==> config.mk <==
export PLATFORM = sky130hd
export DESIGN_NAME = gate_collision_detect
export DESIGN_NICKNAME = d
export VERILOG_FILES = /design/src/rtl/frog_game_pkg.sv /design/src/rtl/coord_delay_pipe.sv /design/src/rtl/gate_collision_detect.sv
export SDC_FILE = /design/constraint.sdc
export NUM_CORES = 1
export LEC_CHECK = 0
export ABC_CLOCK_PERIOD_IN_PS = 5420
export CAP_MARGIN = 20
export CORE_ASPECT_RATIO = 1.75
export CORE_MARGIN = 4
export CORE_UTILIZATION = 56
export DETAILED_ROUTE_END_ITERATION = 12
export PLACE_DENSITY_LB_ADDON = 0.12
export SLEW_MARGIN = 20
export SYNTH_ARGS = -nofsm -noshare
export SYNTH_HDL_FRONTEND = slang
export SYNTH_HIERARCHICAL = 1
export SYNTH_SLANG_ARGS = --single-unit
==> constraint.sdc <==
create_clock -name CLK -period 5.42 [get_ports CLK]
set_clock_uncertainty 0.15 [all_clocks]
set_input_delay 1.084 -clock CLK [delete_from_list [all_inputs] [get_ports CLK]]
set_output_delay 1.084 -clock CLK [all_outputs]
set_load 0.1 [all_outputs]
==> src/rtl/frog_game_pkg.sv <==
// Shared definitions for the frog game pixel pipeline: coordinate width and
// the collision detector state encoding.
package frog_game_pkg;

  localparam int COORD_W = 11;

  typedef enum logic [1:0] {
    IDLE    = 2'd0,
    SCAN    = 2'd1,
    REPORT  = 2'd2,
    HOLDOFF = 2'd3
  } coll_state_t;

endpackage

==> src/rtl/coord_delay_pipe.sv <==
// Fixed-depth shift register that re-times a coordinate to match registered
// drawer outputs. DEPTH=0 degenerates to a wire.
module coord_delay_pipe #(
  parameter int DEPTH = 1,
  parameter int W     = 11
) (
  input  logic         CLK,
  input  logic         RESETn,
  input  logic [W-1:0] d_i,
  output logic [W-1:0] q_o
);

  if (DEPTH == 0) begin : g_bypass
    assign q_o = d_i;
  end else begin : g_pipe
    logic [W-1:0] pipe_q [DEPTH];

    always_ff @(posedge CLK or negedge RESETn) begin
      if (!RESETn) begin
        for (int i = 0; i < DEPTH; i++) pipe_q[i] <= '0;
      end else begin
        pipe_q[0] <= d_i;
        for (int i = 1; i < DEPTH; i++) pipe_q[i] <= pipe_q[i-1];
      end
    end

    assign q_o = pipe_q[DEPTH-1];
  end

endmodule

==> src/rtl/gate_collision_detect.sv <==
// Frog vs gate A / border overlap detector: latches overlaps per frame, reports
// them as one-cycle pulses after the frame, then suppresses repeats for a hold-off.
//
//   state   | meaning
//   IDLE    | game stopped, waiting for a frame start with enable high
//   SCAN    | accumulating overlap flags for the current frame
//   REPORT  | one cycle: pulse last frame's flags, bump the hit counter
//   HOLDOFF | overlaps ignored while the frame hold-off counts down
module gate_collision_detect #(
  parameter int COORD_W        = frog_game_pkg::COORD_W,
  parameter int DRAW_LATENCY   = 1,
  parameter int HOLDOFF_FRAMES = 30,
  parameter int COUNT_W        = 8
) (
  input  logic               CLK,
  input  logic               RESETn,
  input  logic               enable,
  input  logic               startOfFrame,
  input  logic [COORD_W-1:0] oCoord_X,
  input  logic [COORD_W-1:0] oCoord_Y,
  input  logic               gateA_draw_req,
  input  logic               frog_draw_req,
  input  logic               border_draw_req,
  input  logic               clear_count,
  output logic               collision_gate,
  output logic               collision_border,
  output logic [COUNT_W-1:0] gate_hit_count,
  output logic [COORD_W-1:0] hit_X,
  output logic [COORD_W-1:0] hit_Y
);
  import frog_game_pkg::*;

  localparam int HOLD_W = (HOLDOFF_FRAMES > 0) ? $clog2(HOLDOFF_FRAMES + 1) : 1;
  localparam logic [HOLD_W-1:0] HOLD_LOAD = HOLD_W'(HOLDOFF_FRAMES);

  logic [COORD_W-1:0] x_al, y_al;
  logic               gate_hit, border_hit, frame_start, accumulate;

  coll_state_t        state_q, state_d;
  logic               gflag_q, gflag_d, bflag_q, bflag_d;
  logic               rep_g_q, rep_g_d, rep_b_q, rep_b_d;
  logic               coll_g_q, coll_g_d, coll_b_q, coll_b_d;
  logic [COORD_W-1:0] cap_x_q, cap_x_d, cap_y_q, cap_y_d;
  logic [COORD_W-1:0] hit_x_q, hit_x_d, hit_y_q, hit_y_d;
  logic [COUNT_W-1:0] cnt_q, cnt_d;
  logic [HOLD_W-1:0]  hold_q, hold_d;

  coord_delay_pipe #(.DEPTH(DRAW_LATENCY), .W(COORD_W)) u_dly_x (
    .CLK(CLK), .RESETn(RESETn), .d_i(oCoord_X), .q_o(x_al));
  coord_delay_pipe #(.DEPTH(DRAW_LATENCY), .W(COORD_W)) u_dly_y (
    .CLK(CLK), .RESETn(RESETn), .d_i(oCoord_Y), .q_o(y_al));

  assign gate_hit   = gateA_draw_req & frog_draw_req;
  assign border_hit = border_draw_req & frog_draw_req;

  // A frame start both closes the old frame and samples the first pixel of the new one.
  assign frame_start = enable & startOfFrame &
                       ((state_q == SCAN) | ((state_q == HOLDOFF) & (hold_q == HOLD_W'(1))));
  assign accumulate  = enable & (((state_q == SCAN) & ~startOfFrame) |
                                 ((state_q == REPORT) & (state_d == SCAN)));

  always_ff @(posedge CLK or negedge RESETn) begin
    if (!RESETn) begin
      state_q  <= IDLE;
      gflag_q  <= 1'b0;
      bflag_q  <= 1'b0;
      rep_g_q  <= 1'b0;
      rep_b_q  <= 1'b0;
      coll_g_q <= 1'b0;
      coll_b_q <= 1'b0;
      cap_x_q  <= '0;
      cap_y_q  <= '0;
      hit_x_q  <= '0;
      hit_y_q  <= '0;
      cnt_q    <= '0;
      hold_q   <= '0;
    end else begin
      state_q  <= state_d;
      gflag_q  <= gflag_d;
      bflag_q  <= bflag_d;
      rep_g_q  <= rep_g_d;
      rep_b_q  <= rep_b_d;
      coll_g_q <= coll_g_d;
      coll_b_q <= coll_b_d;
      cap_x_q  <= cap_x_d;
      cap_y_q  <= cap_y_d;
      hit_x_q  <= hit_x_d;
      hit_y_q  <= hit_y_d;
      cnt_q    <= cnt_d;
      hold_q   <= hold_d;
    end
  end

  always_comb begin
    state_d = state_q;
    if (!enable) begin
      state_d = IDLE;
    end else begin
      case (state_q)
        IDLE:    if (startOfFrame) state_d = SCAN;
        SCAN:    if (startOfFrame) state_d = REPORT;
        REPORT:  state_d = ((rep_g_q | rep_b_q) && (HOLDOFF_FRAMES > 0)) ? HOLDOFF : SCAN;
        HOLDOFF: if (startOfFrame && hold_q == HOLD_W'(1)) state_d = SCAN;
        default: state_d = IDLE;
      endcase
    end
  end

  always_comb begin
    gflag_d  = gflag_q;
    bflag_d  = bflag_q;
    rep_g_d  = rep_g_q;
    rep_b_d  = rep_b_q;
    cap_x_d  = cap_x_q;
    cap_y_d  = cap_y_q;
    hit_x_d  = hit_x_q;
    hit_y_d  = hit_y_q;
    coll_g_d = 1'b0;
    coll_b_d = 1'b0;
    hold_d   = hold_q;
    cnt_d    = cnt_q;

    if (!enable) begin
      gflag_d = 1'b0;
      bflag_d = 1'b0;
      rep_g_d = 1'b0;
      rep_b_d = 1'b0;
    end else if (frame_start) begin
      if (state_q == SCAN) begin
        rep_g_d = gflag_q;
        rep_b_d = bflag_q;
        if (gflag_q) begin
          hit_x_d = cap_x_q;
          hit_y_d = cap_y_q;
        end
      end
      gflag_d = gate_hit;
      bflag_d = border_hit;
      if (gate_hit) begin
        cap_x_d = x_al;
        cap_y_d = y_al;
      end
    end else if (accumulate) begin
      gflag_d = gflag_q | gate_hit;
      bflag_d = bflag_q | border_hit;
      if (gate_hit && !gflag_q) begin
        cap_x_d = x_al;
        cap_y_d = y_al;
      end
    end else if (state_q == REPORT) begin
      gflag_d = 1'b0;
      bflag_d = 1'b0;
    end

    if (enable && state_q == REPORT) begin
      coll_g_d = rep_g_q;
      coll_b_d = rep_b_q;
      if (state_d == HOLDOFF) hold_d = HOLD_LOAD;
    end
    if (enable && state_q == HOLDOFF && startOfFrame) hold_d = hold_q - HOLD_W'(1);

    if (clear_count) begin
      cnt_d = '0;
    end else if (enable && state_q == REPORT && rep_g_q && cnt_q != '1) begin
      cnt_d = cnt_q + COUNT_W'(1);
    end
  end

  assign collision_gate   = coll_g_q;
  assign collision_border = coll_b_q;
  assign gate_hit_count   = cnt_q;
  assign hit_X            = hit_x_q;
  assign hit_Y            = hit_y_q;

endmodule

### Word level (Yosys, flattened, before mapping)

Index checks and enable logic that the tools add are counted.

| cells by class | value |
|---|---|
| $add $sub $neg | 2 |
| equal/unequal tests | 11 |
| mux-type cells | 34 |
| bitwise operators | 14 |
| reductions and logical operators | 18 |

Operators by type and width:

| operator | number |
|---|---|
| 2-to-1 mux 11 bit | 8 |
| 2-to-1 mux 8 bit | 2 |
| 2-to-1 mux 1 bit | 15 |
| 2-to-1 mux 5 bit | 3 |
| 2-to-1 mux 2 bit | 5 |
| nonzero test 2 bit | 5 |
| adder 8 x 1 -> 8 bit (second input constant) | 1 |
| bitwise AND 1 bit | 8 |
| inequality test 8 bit (second input constant) | 1 |
| one-hot mux 2 bit (4 select lines) | 1 |
| AND reduction 4 bit | 2 |
| logical AND 1 bit | 7 |
| equality test 2 bit (second input constant) | 3 |
| equality test 5 x 1 -> 1 bit (second input constant) | 1 |
| OR 1 bit | 5 |
| subtractor 5 x 1 -> 5 bit (second input constant) | 1 |
| equality test 2 x 1 -> 1 bit (second input constant) | 2 |
| inequality test 2 x 1 -> 1 bit (second input constant) | 2 |
| inequality test 4 x 1 -> 1 bit (second input constant) | 1 |
| AND reduction 2 bit | 2 |
| zero test 2 bit | 1 |
| inequality test 2 bit (second input constant) | 1 |
| zero test 1 bit | 1 |
| NOT 1 bit | 1 |

| word-level totals | value |
|---|---|
| flip-flop bits (word level) | 87 |
| output and inout port bits | 32 |
| word-level logic and storage cells | 94 |

### Longest topological paths before layout

| logic depth | value |
|---|---|
| depth after elaboration | 12 |
| mapped depth | 8 |
| gate-level depth less buffers | 6 |

### Cells and area by module

The synthesis kept the hierarchy.

Modules (own cells, without submodules):

| module | times used | cells each | area an instance (um^2) | sequential area each (um^2) |
|---|---|---|---|---|
| gate_collision_detect | 1 | 212 | 2857.7 | 1626.6 |
| coord_delay_pipe | 2 | 11 | 275.3 | 275.3 |

### Worst setup path after synthesis

OpenSTA, ideal clock, no wires.

| timing | value |
|---|---|
| kind | input to register |
| start | in startOfFrame |
| end | reg hit_x_q[0] (netlist: hit_X[0]) |
| setup time | 0.125 ns |
| data arrival time | 2.407 ns |
| data required time | 5.145 ns |
| setup slack | 2.737 ns |
| stages | 5 |
| path through | clkbuf_1 -> nand2_1 -> nor3_1 -> buf_2 -> mux2_2 |

| between the ends | value |
|---|---|
| cells in the longest elaborated chain, start to end | 3 |

RTL lines:

| what | line | text |
|---|---|---|
| start: declaration | gate_collision_detect.sv:18 | `input logic startOfFrame,` |
| bitwise AND 1 bit (2 in a row) | gate_collision_detect.sv:57 | `assign frame_start = enable & startOfFrame &` |
| AND reduction 4 bit (no source line) | -- |  |
| end signal: assignment | gate_collision_detect.sv:87 | `hit_x_q <= hit_x_d;` |
| end: declaration | gate_collision_detect.sv:44 | `logic [COORD_W-1:0] hit_x_q, hit_x_d, hit_y_q, hit_y_d;` |

No other way between the ends.
A chain may end at the register's enable or synchronous reset.

### Final worst setup path

| timing | value |
|---|---|
| start | in enable |
| end | reg cap_y_q[6] |

| between the ends | value |
|---|---|
| cells in the longest elaborated chain, start to end | 7 |

RTL lines:

| what | line | text |
|---|---|---|
| start: declaration | gate_collision_detect.sv:17 | `input logic enable,` |
| 2-to-1 mux 2 bit | gate_collision_detect.sv:96 | `if (!enable) begin` |
| equality test 2 x 1 -> 1 bit | gate_collision_detect.sv:60 | `((state_q == REPORT) & (state_d == SCAN)));` |
| bitwise AND 1 bit | gate_collision_detect.sv:60 |  |
| OR 1 bit | gate_collision_detect.sv:59 | `assign accumulate = enable & (((state_q == SCAN) & ~startOfFrame) \|` |
| bitwise AND 1 bit | gate_collision_detect.sv:59 |  |
| nonzero test 2 bit (no source line) | -- |  |
| AND reduction 4 bit (no source line) | -- |  |
| end signal: assignment | gate_collision_detect.sv:86 | `cap_y_q <= cap_y_d;` |
| end: declaration | gate_collision_detect.sv:43 | `logic [COORD_W-1:0] cap_x_q, cap_x_d, cap_y_q, cap_y_d;` |

Several ways; a longest one is shown, not always the timed one.

==> out/results.md <==
| Stage | Result | This run |
| --- | --- | --- |
| run status | Run status | completed |
| worst setup path | Slowest cell delay on critical path | 0.74 ns |
| final layout | Final non-filler cell area | 4260 sq um |
| sta | Actual slew at the worst max-slew pin | 0.983 ns |
| global routing | Maximum number of pins on one net before global-route repair | 88 |
| clock network | Post-cts sizing count | 0 |
| die | Die ar. | 7450 sq um |
| worst setup path | Crit path DAT | 3.54 ns |
| synthesis | Syn Inst Count | 234 |
| worst setup path | Required time reported for the critical path endpoint | 5.50 ns |
| worst setup path | Category of the worst setup path launch point | primary input |
| worst setup path | Series of cell instances along the critical path | clkdlybuf4s50_1 -> nand3_1 -> a221oi_2 -> nand3_2 -> mux2_4 |
| clock network | TritonCTS clock tree | yes |
| die | DIE HEIGHT | 111 um |
| clock network | Quantity of hold-fixing buffers added after cts | 0 |
| synthesis | Syn_area_per_cell | 14.6 sq um |
| sta | Final max-slew violation count | 0 |
| place | GPL Wtd Cong | 0.896 |
| synthesis | Number of enable-type register cells in the synthesized netlist | 0 |
| die | I/O pin cnt | 62 |
| worst hold path | Worst-case hold path end point | cap_x_q[7] |
| synthesis | Sequential share of the synthesized area | 63.9% |
| worst setup path | Category of the worst setup path capture point | register |
| place | Sum of net half-perimeters after detailed placement | 4020 um |
| clock network | Clock network latency to the later pin of the worst-skew pair | 0.35 ns |
| pwr | Leakage Power | 1.97 nW |
| die | Standard-cell row count | 37 |
| synthesis | Synth warn | 6 |
| worst setup path | Reg2Reg Setup Slack | 2.46 ns |
| sta | Hold slack | 0.324 ns |
| routing | Drt via density | 5.43 |
| clock network | H-tree depth | 3 |
| synthesis | Unique cell type count in the Yosys netlist | 42 |
| worst setup path | Count of cells along the worst register-to-register path | 6 |
| final layout | Share of post-route cells with drive strength above 1 | 21.3% |
| worst setup path | Crit Reg-Reg Startpoint | hold_q[1] |
| worst hold path | Hold Path Cell Cnt | 1 |
| die | Starting density of the core | 58.0% |
| clock network | Number of clock buffers inserted by TritonCTS | 9 |
| synthesis | Ys flop type | sky130_fd_sc_hd__dfrtp_1 |
| routing | Detailed-router iteration count before antenna repair | 4 |
| place | Placed instance area | 4050 sq um |
| synthesis | Net count of the mapped netlist | 267 |
| pwr | Maximum resistive drop on vdd | 0.204 mV |
| sta | Final setup violation count | 0 |
| global routing | Gr usage total | 18.0% |
| worst setup path | Critical-path top delay cell | sky130_fd_sc_hd__clkdlybuf4s50_1 |
| global routing | Total gr overflow | 0 |
| worst hold path | Hold Startpoint | u_dly_x/q_o[7] |
| sta | TNS Setup | 0 ns |
| global routing | Via count of the first global-routing pass | 2095 |
| routing | Remaining antenna violation count | 0 |
| place | Port-buffer cells | 61 |
| routing | Routed via count | 2059 |
| synthesis | Register bit count reported by yosys | 87 |
| clock network | Number of post-CTS setup repair buffers | 0 |
| global routing | Wire length of the first global-routing pass | 10100 um |
| final layout | N_diodes | 0 |
| worst setup path | Setup CP Type | in -> reg |
| run | Max-cap violations | 0 |
| sta | Top achievable clock speed | 289 MHz |
| sta | Final hold vios | 0 |
| routing | Number of remaining DRC errors | 0 |
| clock network | Maximum count of clock buffers along a single path | 2 |
| worst setup path | Buffers and inverters on the worst path | 1 |
| worst hold path | Worst hold-check path type | reg -> reg |
| sta | Slew headroom | 34.3% |
| pwr | Power density cells | 422 nW/um^2 |
| routing | Average wire length per cell after detail routing | 15.3 um |
| die | Floorplan die width | 67.0 um |
| final layout | Post-layout nets | 329 |
| sta | Min Clock Period, post-route | 3.46 ns |
| clock network | Clock sinks | 87 |
| routing | Violation count after the first detailed-route iteration | 135 |
| worst setup path | Largest fanout on the critical path | 22 |
| synthesis | Cell Area, Synth | 3410 sq um |
| final layout | Area growth from synthesis to layout | 24.9% |
| sta | Post-route fraction of the period consumed by the critical path | 63.9% |
| final layout | Commonest non-fill, non-tap cell in the layout | sky130_fd_sc_hd__dfrtp_1 |
| global routing | Number of antenna violations at the first check in global routing | 0 |
| pwr | Overall power | 1.79 mW |
| worst setup path | Reg2Reg Capture Point | cap_y_q[6] |
| sta | Unrepaired setup endpoints after global routing | no |
| final layout | Leading cell types in the layout, fill and taps excluded | sky130_fd_sc_hd__dfrtp_1, sky130_fd_sc_hd__clkdlybuf4s50_1, sky130_fd_sc_hd__mux2_2, sky130_fd_sc_hd__mux2_4, sky130_fd_sc_hd__nand2_1 |
| routing | Post-Route WL | 5810 um |
| die | Area of the core | 5880 sq um |
| clock network | Clock-pin slew reported for the worst setup and hold paths after clock tree synthesis | 0.08 ns |
| worst setup path | Family with the most delay on the worst path | simple AND/OR/NAND/NOR gates |
| synthesis | Asr flop ratio synth | 100% |
| clock network | Clock root cell | sky130_fd_sc_hd__clkbuf_8 |
-- synth_stat cells (4+ instances only) --
| cell | number | area [sq um] |
|---|---|---|
| sky130_fd_sc_hd__inv_1 | 6 | 22.5 |
| sky130_fd_sc_hd__mux2_2 | 24 | 270 |
| sky130_fd_sc_hd__nand3_1 | 5 | 25.0 |
| sky130_fd_sc_hd__xor2_1 | 4 | 35.0 |
| sky130_fd_sc_hd__a21oi_1 | 6 | 30.0 |
| sky130_fd_sc_hd__dfrtp_1 | 87 | 2180 |
| sky130_fd_sc_hd__buf_6 | 4 | 45.0 |
| sky130_fd_sc_hd__o21ai_0 | 7 | 35.0 |
| sky130_fd_sc_hd__nand2_1 | 14 | 52.6 |
| sky130_fd_sc_hd__mux2_4 | 20 | 300 |
| sky130_fd_sc_hd__nor2_1 | 7 | 26.3 |
-- kinds of logic (layout without fill, tap and decap cells) --
logic type	after synthesis	count (layout)	synth area share [%]
mux	45	45	17.0
fa+ha+maj	3	3	1.10
compound gates	31	31	6.35
buf+inv	17	84	2.86
simple gates	44	44	6.98
flops	87	87	63.9
xor+xnor	7	7	1.80
-- final cells by class --
class | instances | area (sq um)
flip-flops and latches | 87 | 2180
fillers | 408 | 1620
multi-input cells | 130 | 1140
repair buffers | 62 | 619
clock buffers | 14 | 163
well taps | 78 | 97.6
clock inverters | 2 | 38.8
inverters | 6 | 22.5
-- worst max-delay path by stage --
stage,startpoint,endpoint,depth (start not counted)
6_report,enable,cap_y_q[6],5
5_1_grt,enable,cap_y_q[6],5
4_1_cts,enable,cap_y_q[6],5
3_5_place_dp,enable,cap_y_q[4],5
3_3_place_gp,enable,cap_x_q[8],5
2_1_floorplan,startOfFrame,hit_X[0],5
-- sequential cells by signal, indices dropped and copies added (netlist names) --
signal	count
cap_x_q	11
cap_y_q	11
hit_X	11
hit_Y	11
u_dly_x/q_o	11
u_dly_y/q_o	11
gate_hit_count	8
hold_q	5
state_q	2
bflag_q	1
collision_border	1
collision_gate	1
gflag_q	1
rep_b_q	1
rep_g_q	1
-- power breakdown --
| group | switching (mW) | internal, mW | leakage (nW) |
|---|---|---|---|
| Clock | 0.210 | 0.240 | 0.101 |
| Combinational | 0.318 | 0.195 | 0.754 |
| Sequential | 0.0672 | 0.765 | 1.11 |
| Total | 0.595 | 1.20 | 1.97 |
-- per-stage QoR --
step,std cells,utilization (%),setup WS [ns]
2_1_floorplan,234,-,2.74
3_3_place_gp,363,68.9,1.65
3_5_place_dp,363,68.9,1.58
4_1_cts,379,72.3,1.96
5_1_grt,379,72.4,1.81
6_report,379,72.4,1.96
-- metal layers --
layer,share of wire [%],global-route usage (%),vias up
met2,51,27.8,54
met3,5.4,6.49,9
li1,-,-,961
met5,0,0,-
met1,42,22.9,1035
met4,2.1,7.32,0
Note: power is estimated with default switching activity, not from simulation.
